--- config.mk ---
export PLATFORM = sky130hd
export DESIGN_NAME = imm_ext_stage_flat
export DESIGN_NICKNAME = d
export VERILOG_FILES = /design/src/rtl/dlx_pkg.sv /design/src/rtl/imm_ext_stage_if.sv /design/src/rtl/imm_ext_decode.sv /design/src/rtl/imm_ext_stage.sv /design/src/flat_wrapper.sv
export SDC_FILE = /design/constraint.sdc
export NUM_CORES = 1
export LEC_CHECK = 0
export ABC_AREA = 1
export CORE_ASPECT_RATIO = 0.5
export CORE_MARGIN = 4
export CORE_UTILIZATION = 57
export DETAILED_ROUTE_END_ITERATION = 16
export HOLD_SLACK_MARGIN = 0.03
export PLACE_DENSITY = 0.85
export SLEW_MARGIN = 20
export SYNTH_ARGS = -nofsm -noshare
export SYNTH_HDL_FRONTEND = slang
export SYNTH_HIERARCHICAL = 1
export SYNTH_SLANG_ARGS = --single-unit
--- constraint.sdc ---
create_clock -name clk -period 3.36 [get_ports clk]
set_input_delay 0.336 -clock clk [delete_from_list [all_inputs] [get_ports clk]]
set_output_delay 0.336 -clock clk [all_outputs]
set_load 0.005 [all_outputs]
--- src/rtl/dlx_pkg.sv ---
// Shared DLX decode definitions: opcode values, immediate extension modes and
// default datapath widths used by the ID-stage immediate logic.
package dlx_pkg;

  localparam int OUT_W_DEF = 32;
  localparam int OP_W_DEF  = 6;

  typedef enum logic [2:0] {
    EXT_NONE = 3'd0,
    EXT_S16  = 3'd1,
    EXT_Z16  = 3'd2,
    EXT_HI16 = 3'd3,
    EXT_S26  = 3'd4
  } ext_mode_t;

  localparam logic [5:0] OP_RTYPE = 6'h00;
  localparam logic [5:0] OP_J     = 6'h02;
  localparam logic [5:0] OP_JAL   = 6'h03;
  localparam logic [5:0] OP_BEQZ  = 6'h04;
  localparam logic [5:0] OP_BNEZ  = 6'h05;
  localparam logic [5:0] OP_ADDI  = 6'h08;
  localparam logic [5:0] OP_ADDUI = 6'h09;
  localparam logic [5:0] OP_SUBI  = 6'h0A;
  localparam logic [5:0] OP_SUBUI = 6'h0B;
  localparam logic [5:0] OP_ANDI  = 6'h0C;
  localparam logic [5:0] OP_ORI   = 6'h0D;
  localparam logic [5:0] OP_XORI  = 6'h0E;
  localparam logic [5:0] OP_LHI   = 6'h0F;
  localparam logic [5:0] OP_SLLI  = 6'h14;
  localparam logic [5:0] OP_SRLI  = 6'h16;
  localparam logic [5:0] OP_SRAI  = 6'h17;
  localparam logic [5:0] OP_SEQI  = 6'h18;
  localparam logic [5:0] OP_SNEI  = 6'h19;
  localparam logic [5:0] OP_SLTI  = 6'h1A;
  localparam logic [5:0] OP_SGTI  = 6'h1B;
  localparam logic [5:0] OP_SLEI  = 6'h1C;
  localparam logic [5:0] OP_SGEI  = 6'h1D;
  localparam logic [5:0] OP_LB    = 6'h20;
  localparam logic [5:0] OP_LH    = 6'h21;
  localparam logic [5:0] OP_LW    = 6'h23;
  localparam logic [5:0] OP_LBU   = 6'h24;
  localparam logic [5:0] OP_LHU   = 6'h25;
  localparam logic [5:0] OP_SB    = 6'h28;
  localparam logic [5:0] OP_SH    = 6'h29;
  localparam logic [5:0] OP_SW    = 6'h2B;

endpackage

--- src/rtl/imm_ext_stage_if.sv ---
// ID->EX immediate slot bus: decode-side input handshake, flush, and the
// EX-side output handshake with the decoded immediate fields.
interface imm_ext_stage_if #(
  parameter int OUT_W = 32
) ();
  logic             in_valid;
  logic             in_ready;
  logic [31:0]      in_instr;
  logic             flush;
  logic             out_valid;
  logic             out_ready;
  logic [OUT_W-1:0] out_imm;
  logic [2:0]       out_mode;
  logic             out_is_imm;
  logic             out_illegal;

  modport master (
    output in_valid, in_instr, flush, out_ready,
    input  in_ready, out_valid, out_imm, out_mode, out_is_imm, out_illegal
  );

  modport slave (
    input  in_valid, in_instr, flush, out_ready,
    output in_ready, out_valid, out_imm, out_mode, out_is_imm, out_illegal
  );
endinterface

--- src/rtl/imm_ext_decode.sv ---
// Combinational opcode classifier and immediate extension mux; its results are
// stored by the skid so replayed entries are never re-decoded.
module imm_ext_decode
  import dlx_pkg::*;
#(
  parameter int OUT_W = OUT_W_DEF,
  parameter int OP_W  = OP_W_DEF
) (
  input  logic [31:0]      instr,
  output logic [OUT_W-1:0] imm,
  output ext_mode_t        mode,
  output logic             is_imm,
  output logic             illegal
);

  logic [OP_W-1:0] opcode;
  assign opcode = instr[31 -: OP_W];

  always_comb begin
    mode    = EXT_NONE;
    is_imm  = 1'b0;
    illegal = 1'b0;
    case (opcode)
      OP_RTYPE: ;
      OP_J, OP_JAL: begin
        mode   = EXT_S26;
        is_imm = 1'b1;
      end
      OP_BEQZ, OP_BNEZ, OP_ADDI, OP_SUBI,
      OP_SEQI, OP_SNEI, OP_SLTI, OP_SGTI, OP_SLEI, OP_SGEI,
      OP_LB, OP_LH, OP_LW, OP_LBU, OP_LHU, OP_SB, OP_SH, OP_SW: begin
        mode   = EXT_S16;
        is_imm = 1'b1;
      end
      OP_ADDUI, OP_SUBUI, OP_ANDI, OP_ORI, OP_XORI,
      OP_SLLI, OP_SRLI, OP_SRAI: begin
        mode   = EXT_Z16;
        is_imm = 1'b1;
      end
      OP_LHI: begin
        mode   = EXT_HI16;
        is_imm = 1'b1;
      end
      default: illegal = 1'b1;
    endcase
  end

  // Signed casts give zero-width-safe sign fill even when OUT_W == 26.
  always_comb begin
    imm = '0;
    case (mode)
      EXT_S16:  imm = OUT_W'($signed(instr[15:0]));
      EXT_Z16:  imm = OUT_W'(instr[15:0]);
      EXT_HI16: imm = {instr[15:0], {(OUT_W-16){1'b0}}};
      EXT_S26:  imm = OUT_W'($signed(instr[25:0]));
      default:  imm = '0;
    endcase
  end

endmodule

--- src/rtl/imm_ext_stage.sv ---
// Decode-stage immediate controller: decodes on entry, then holds results in a
// 2-entry shift skid (entry 0 drives EX) with synchronous flush.
module imm_ext_stage
  import dlx_pkg::*;
#(
  parameter int OUT_W = OUT_W_DEF,
  parameter int OP_W  = OP_W_DEF
) (
  input logic            clk,
  input logic            rst_n,
  imm_ext_stage_if.slave bus
);

  typedef struct packed {
    logic [OUT_W-1:0] imm;
    ext_mode_t        mode;
    logic             is_imm;
    logic             illegal;
  } entry_t;

  entry_t dec;
  entry_t head;
  entry_t tail;
  logic   head_valid;
  logic   tail_valid;
  logic   accept;
  logic   drain;

  imm_ext_decode #(
    .OUT_W (OUT_W),
    .OP_W  (OP_W)
  ) u_decode (
    .instr   (bus.in_instr),
    .imm     (dec.imm),
    .mode    (dec.mode),
    .is_imm  (dec.is_imm),
    .illegal (dec.illegal)
  );

  // in_ready is taken straight from the tail flop, so it never sees out_ready.
  assign accept = bus.in_valid & ~tail_valid;
  assign drain  = head_valid & bus.out_ready;

  always_ff @(posedge clk or negedge rst_n) begin
    if (!rst_n) begin
      head_valid <= 1'b0;
      tail_valid <= 1'b0;
      head       <= '0;
      tail       <= '0;
    end else if (bus.flush) begin
      head_valid <= 1'b0;
      tail_valid <= 1'b0;
    end else if (drain) begin
      if (tail_valid) begin
        head       <= tail;
        tail_valid <= 1'b0;
      end else if (accept) begin
        head <= dec;
      end else begin
        head_valid <= 1'b0;
      end
    end else if (accept) begin
      if (head_valid) begin
        tail       <= dec;
        tail_valid <= 1'b1;
      end else begin
        head       <= dec;
        head_valid <= 1'b1;
      end
    end
  end

  assign bus.in_ready    = ~tail_valid;
  assign bus.out_valid   = head_valid;
  assign bus.out_imm     = head.imm;
  assign bus.out_mode    = head.mode;
  assign bus.out_is_imm  = head.is_imm;
  assign bus.out_illegal = head.illegal;

endmodule

--- src/flat_wrapper.sv ---
// flat-port wrapper written by rule: the top's interface ports become plain ports
module imm_ext_stage_flat import dlx_pkg::*;
#(
  parameter int OUT_W = OUT_W_DEF,
  parameter int OP_W  = OP_W_DEF
)
  (clk, rst_n, bus_in_valid, bus_in_instr, bus_flush, bus_out_ready, bus_in_ready, bus_out_valid, bus_out_imm, bus_out_mode, bus_out_is_imm, bus_out_illegal);
  imm_ext_stage_if #(.OUT_W(OUT_W)) bus_i ();
  input logic clk;
  input logic rst_n;
  input wire logic [$bits(bus_i.in_valid)-1:0] bus_in_valid;
  input wire logic [$bits(bus_i.in_instr)-1:0] bus_in_instr;
  input wire logic [$bits(bus_i.flush)-1:0] bus_flush;
  input wire logic [$bits(bus_i.out_ready)-1:0] bus_out_ready;
  output wire logic [$bits(bus_i.in_ready)-1:0] bus_in_ready;
  output wire logic [$bits(bus_i.out_valid)-1:0] bus_out_valid;
  output wire logic [$bits(bus_i.out_imm)-1:0] bus_out_imm;
  output wire logic [$bits(bus_i.out_mode)-1:0] bus_out_mode;
  output wire logic [$bits(bus_i.out_is_imm)-1:0] bus_out_is_imm;
  output wire logic [$bits(bus_i.out_illegal)-1:0] bus_out_illegal;
  assign bus_i.in_valid = bus_in_valid;
  assign bus_i.in_instr = bus_in_instr;
  assign bus_i.flush = bus_flush;
  assign bus_i.out_ready = bus_out_ready;
  assign bus_in_ready = bus_i.in_ready;
  assign bus_out_valid = bus_i.out_valid;
  assign bus_out_imm = bus_i.out_imm;
  assign bus_out_mode = bus_i.out_mode;
  assign bus_out_is_imm = bus_i.out_is_imm;
  assign bus_out_illegal = bus_i.out_illegal;
  imm_ext_stage #(.OUT_W(OUT_W), .OP_W(OP_W)) u_core (.clk(clk), .rst_n(rst_n), .bus(bus_i));
endmodule
# Yosys cells after proc, flatten, opt, wreduce, memory -nomap -nowiden
# Index checks and enable logic that the tools add are counted.
dict set report totals {
  wordCells 83
  output_inout_bits 39
  reg_bits 76
}
dict set report op_classes {
  bitwise 5
  n_reduce_logical 14
  n_eq_ne 36
  muxes 18
}
# op count
set ops {}
lappend ops {{2-to-1 mux 37 bit} 5}
lappend ops {{case mux 32 bit (4 select lines)} 1}
lappend ops {{== test 6 x 5 -> 1 bit (second input constant)} 9}
lappend ops {{== test 6 x 4 -> 1 bit (second input constant)} 8}
lappend ops {{== test 6 bit (second input constant)} 8}
lappend ops {{OR reduction 30 bit} 1}
lappend ops {{OR reduction 29 bit} 1}
lappend ops {{OR reduction 18 bit} 1}
lappend ops {{== test 6 x 2 -> 1 bit (second input constant)} 2}
lappend ops {{== test 6 x 3 -> 1 bit (second input constant)} 2}
lappend ops {{case mux 3 bit (4 select lines)} 1}
lappend ops {{2-to-1 mux 1 bit} 11}
lappend ops {{AND reduction 4 bit} 2}
lappend ops {{OR reduction 8 bit} 1}
lappend ops {{== test 3 x 2 -> 1 bit (second input constant)} 2}
lappend ops {{zero test 6 bit} 1}
lappend ops {{!= test 3 bit (second input constant)} 2}
lappend ops {{nonzero test 3 bit} 2}
lappend ops {{nonzero test 2 bit} 2}
lappend ops {{== test 3 x 1 -> 1 bit (second input constant)} 1}
lappend ops {{== test 3 bit (second input constant)} 1}
lappend ops {{inverter 1 bit} 3}
lappend ops {{AND reduction 3 bit} 1}
lappend ops {{AND 1 bit} 2}
lappend ops {{3 further kinds} 3}

# Longest topological paths before layout
dict set report logic_depth {
  depth_word 8
  ltp_mapped 15
}

# Hierarchy
# The synthesis kept the hierarchy.
# module cells_per_inst area_each_um2 seq_area_each_um2 n_inst
set by_module_without_submodules {}
lappend by_module_without_submodules {imm_ext_stage 454 3527.1 1901.8 1}
lappend by_module_without_submodules {imm_ext_decode 168 760.7 0.0 1}

# Worst setup path after synthesis
# Ideal clock, no wire load.
dict set report synth_path {
  path_type {input to register}
  startpoint {in bus_in_instr[27]}
  endpoint {reg u_core.head (netlist bit u_core/bus.out_imm[0])}
  path_slack_ns 1.794
  setup_ns 0.116
  required_ns 3.244
  cell_stages 15
  arrival_ns 1.450
  path_cell_list {nand2_1 inv_1 nand3_2 nand2_1 inv_1 nand2_2 nor2_1 nand3_2 nand2_4 buf_6 nor2_2 nand2_1 nand2_1 nand2_1 nand2_1}
}
# element line
set synth_rtl {}
lappend synth_rtl {{from (decl)} flat_wrapper.sv:12} ;# input wire logic [$bits(bus_i.in_instr)-1:0] bus_in_instr;
lappend synth_rtl {{to (signal assigned)} imm_ext_stage.sv:55} ;# head <= tail;
lappend synth_rtl {{to (decl)} imm_ext_stage.sv:22} ;# entry_t head;

==> out/metrics.cfg <==
[placed_design]
dp_hpwl_mm = 7.38
numPortBuffers = 75
globalplace.congestion = 0.943

[timing]
maxSlewViolCount = 0
clock_skew_ps = 3.53
finalCritPeriodShare_pct = 66.4
max_slew_margin_pct = 36.0
worst_pin_slew_ps = 960
hold_ws_ps = 130
rsz0062_at_grt = false
max_freq_mhz = 448
period_needed_ps = 2230
final-hold-violation-count = 0
tns_ps = 0
setup_viol = 0

[clock_network]
worstSkewPairLatency_ps = 340
cts_max_path_buffers = 2
cts_root_buf = clkbuf_16
cts_tree = done
htreeDepth = 3
holdBufCountCts = 0
post-cts-setup-buffers = 0
clk_pin_slew_worst_paths_ps = 60
cts.sink_count = 76
numCtsBuffers = 9
cts-resized-gates = 0

[yosys]
ys_types = 22
avgSynthCellArea_um2 = 6.89
ys_seq_area_share_pct = 44.4
ys_ff_latch = 76
yosysTopAreaCell = dfrtp_1
synthCells = 622
synth.top_cells.by_area = dfrtp_1 (44%), nand2_1 (31%), nand3_1 (7.2%)
yosys_warnings = 6
netlist_area_mm2 = 0.00429
syn-num-nets = 659
synth_top_area_share_pct = 44.4

[critical_path]
r2r_slack_ps = 1590
slowest_stage = clkdlybuf4s50_1
rr_worst_depth = 6
reg2reg_to = u_core/bus.out_imm[19]
crit_buf_inv = 2
cp_cell_sequence = clkdlybuf4s50_1 -> nor2_4 -> nand3_1 -> inv_1 -> nand2_1 -> nand3_1 -> nand2_1 -> nand2_1 -> nand2_1 -> nand2_1
cp_common_cell = nand2_1
start_kind = primary input
cpPeakStageDelay_ps = 510
worst_ep_arrival_time_ps = 2500
r2r-start = u_core/bus.out_valid
critPathKind = primary input to register
crit_fanout = 12
cp_top_family = simple AND/OR/NAND/NOR gates
end_kind = register
cp.required_ps = 3630

[floorplanning]
coreArea_mm2 = 0.00732
start_util_pct = 58.6
rows = 22
io-pin-count = 76
die_area_mm2 = 0.00906
chipWidth_um = 131
die_h_um = 69.3

[final_layout]
fin_nets = 721
regArea_mm2 = 0.00190
final_cell_mix = nand2_1 (357), dfrtp_1 (76), clkdlybuf4s50_1 (74)
n_antenna_cell = 0
fillerInstances = 627
final_common_cell = nand2_1
multi_input_area_mm2 = 0.00201
syn_to_final_growth_pct = 22.0
drive_above_1_share_pct = 7.40

[power]
power_leakage_nw = 2.92
vdd_drop_max_mv = 0.268
p_per_area_mw_per_mm2 = 487

[global_routing]
grt.busiest_layer = met2
grt_pass1_wl_mm = 18.8
overflow = 0
met2_usage_pct = 39.5
grt_max_degree = 77
grt_use_met3_pct = 8.00
grt_use_met1_pct = 36.9
grt_usage_pct = 26.1
antenna_found_initial = 0
first_global_vias = 3796

[drt]
drc_errors = 0
routedWlPerCell_um = 14.4
postRouteAntennaNets = 0
dr_total_vias = 4149
drt_iter0_drc = 532
dr.pass1.iters = 5
routed_wl_mm = 11.3
vias_per_cell = 5.29

[run]
cap_violations = 0

[status]
outcome = complete, no violations

[hold_path]
min_path_type = primary input to asynchronous set/reset pin

==> Yosys cell counts (all sizes together) <==
master  instances
a21oi           2
dfrtp          76
o211ai          1
nand2         363
or2             1
clkbuf          1
o21ai           2
nand3b          1
nand3          66
nor2           41
buf            28
nor3            3
inv            37
==> final cells by class <==
cell class                      instances  area share (%)
Clock buffer                           11            4.64
Clock inverter                          5           0.526
Inverter                               37            2.65
Multi-Input combinational cell        480            38.5
Sequential cell                        76            36.4
Tap cell                               96            2.30
Timing Repair Buffer                   80            15.0
==> how the worst max path moves through the flow <==
stage,start,to,slack [ps],cells past startpoint
2_1_floorplan,bus_in_instr[27],u_core/bus.out_imm[0],1790,15
3_3_place_gp,bus_in_instr[26],u_core/bus.out_imm[15],870,14
3_5_place_dp,bus_in_instr[27],u_core/bus.out_imm[15],860,14
4_1_cts,bus_in_instr[27],u_core/bus.out_imm[15],1200,14
5_1_grt,bus_in_instr[31],u_core/bus.out_imm[26],920,10
6_report,bus_in_instr[31],u_core/bus.out_imm[27],1130,10
==> power breakdown <==
part           total (mW)  internal, mW  switching (mW)
Combinational       0.528         0.248           0.280
Clock               0.887         0.515           0.372
Sequential           1.13          1.06          0.0778
Total                2.55          1.82           0.730
==> kinds of logic (layout without fill, tap and decap cells) <==
logic type / Yosys count / count (layout) / share of synthesized area [%]
flip-flops: 76 / 76 / 44.4
buffers and inverters: 66 / 133 / 8.67
AND/OR/NAND/NOR: 475 / 475 / 46.1
AO/OA/AOI/OAI: 5 / 5 / 0.905
==> routing by layer <==
| metal | routed length [um] | vias to the layer above |
|---|---|---|
| li1 | - | 2017 |
| met1 | 4820 | 1894 |
| met2 | 5280 | 215 |
| met3 | 1070 | 23 |
| met4 | 139 | 0 |
| met5 | 0 | - |
==> sequential cells by signal, summed over array words and instances (netlist names) <==
name / flops
u_core/tail: 37
u_core/bus.out_imm: 32
u_core/bus.out_mode: 3
u_core/bus.out_illegal: 1
u_core/bus.out_is_imm: 1
u_core/bus.out_valid: 1
u_core/tail_valid: 1
==> worst register-to-register path, stage by stage, from the launching register on <==
cell     delay (ps)
dfrtp_1         420
nand2_1         130
nor2_4          700
nand2_1         160
nand2_1         140
nand2_1          80
nand2_1          90
==> metrics by stage <==
stage          cell area (um^2)  utilization [%]  worst slack [ps]  power, mW  instances
3_3_place_gp               4960             67.8               871       1.66        769
2_1_floorplan              4290                -              1790       1.41        622
3_5_place_dp               4960             67.8               857       1.67        769
5_1_grt                    5230             71.4               923       2.68        785
4_1_cts                    5230             71.4              1200       2.56        785
6_report                   5230             71.4              1130       2.55        785
(Power assumes the default switching activity.)
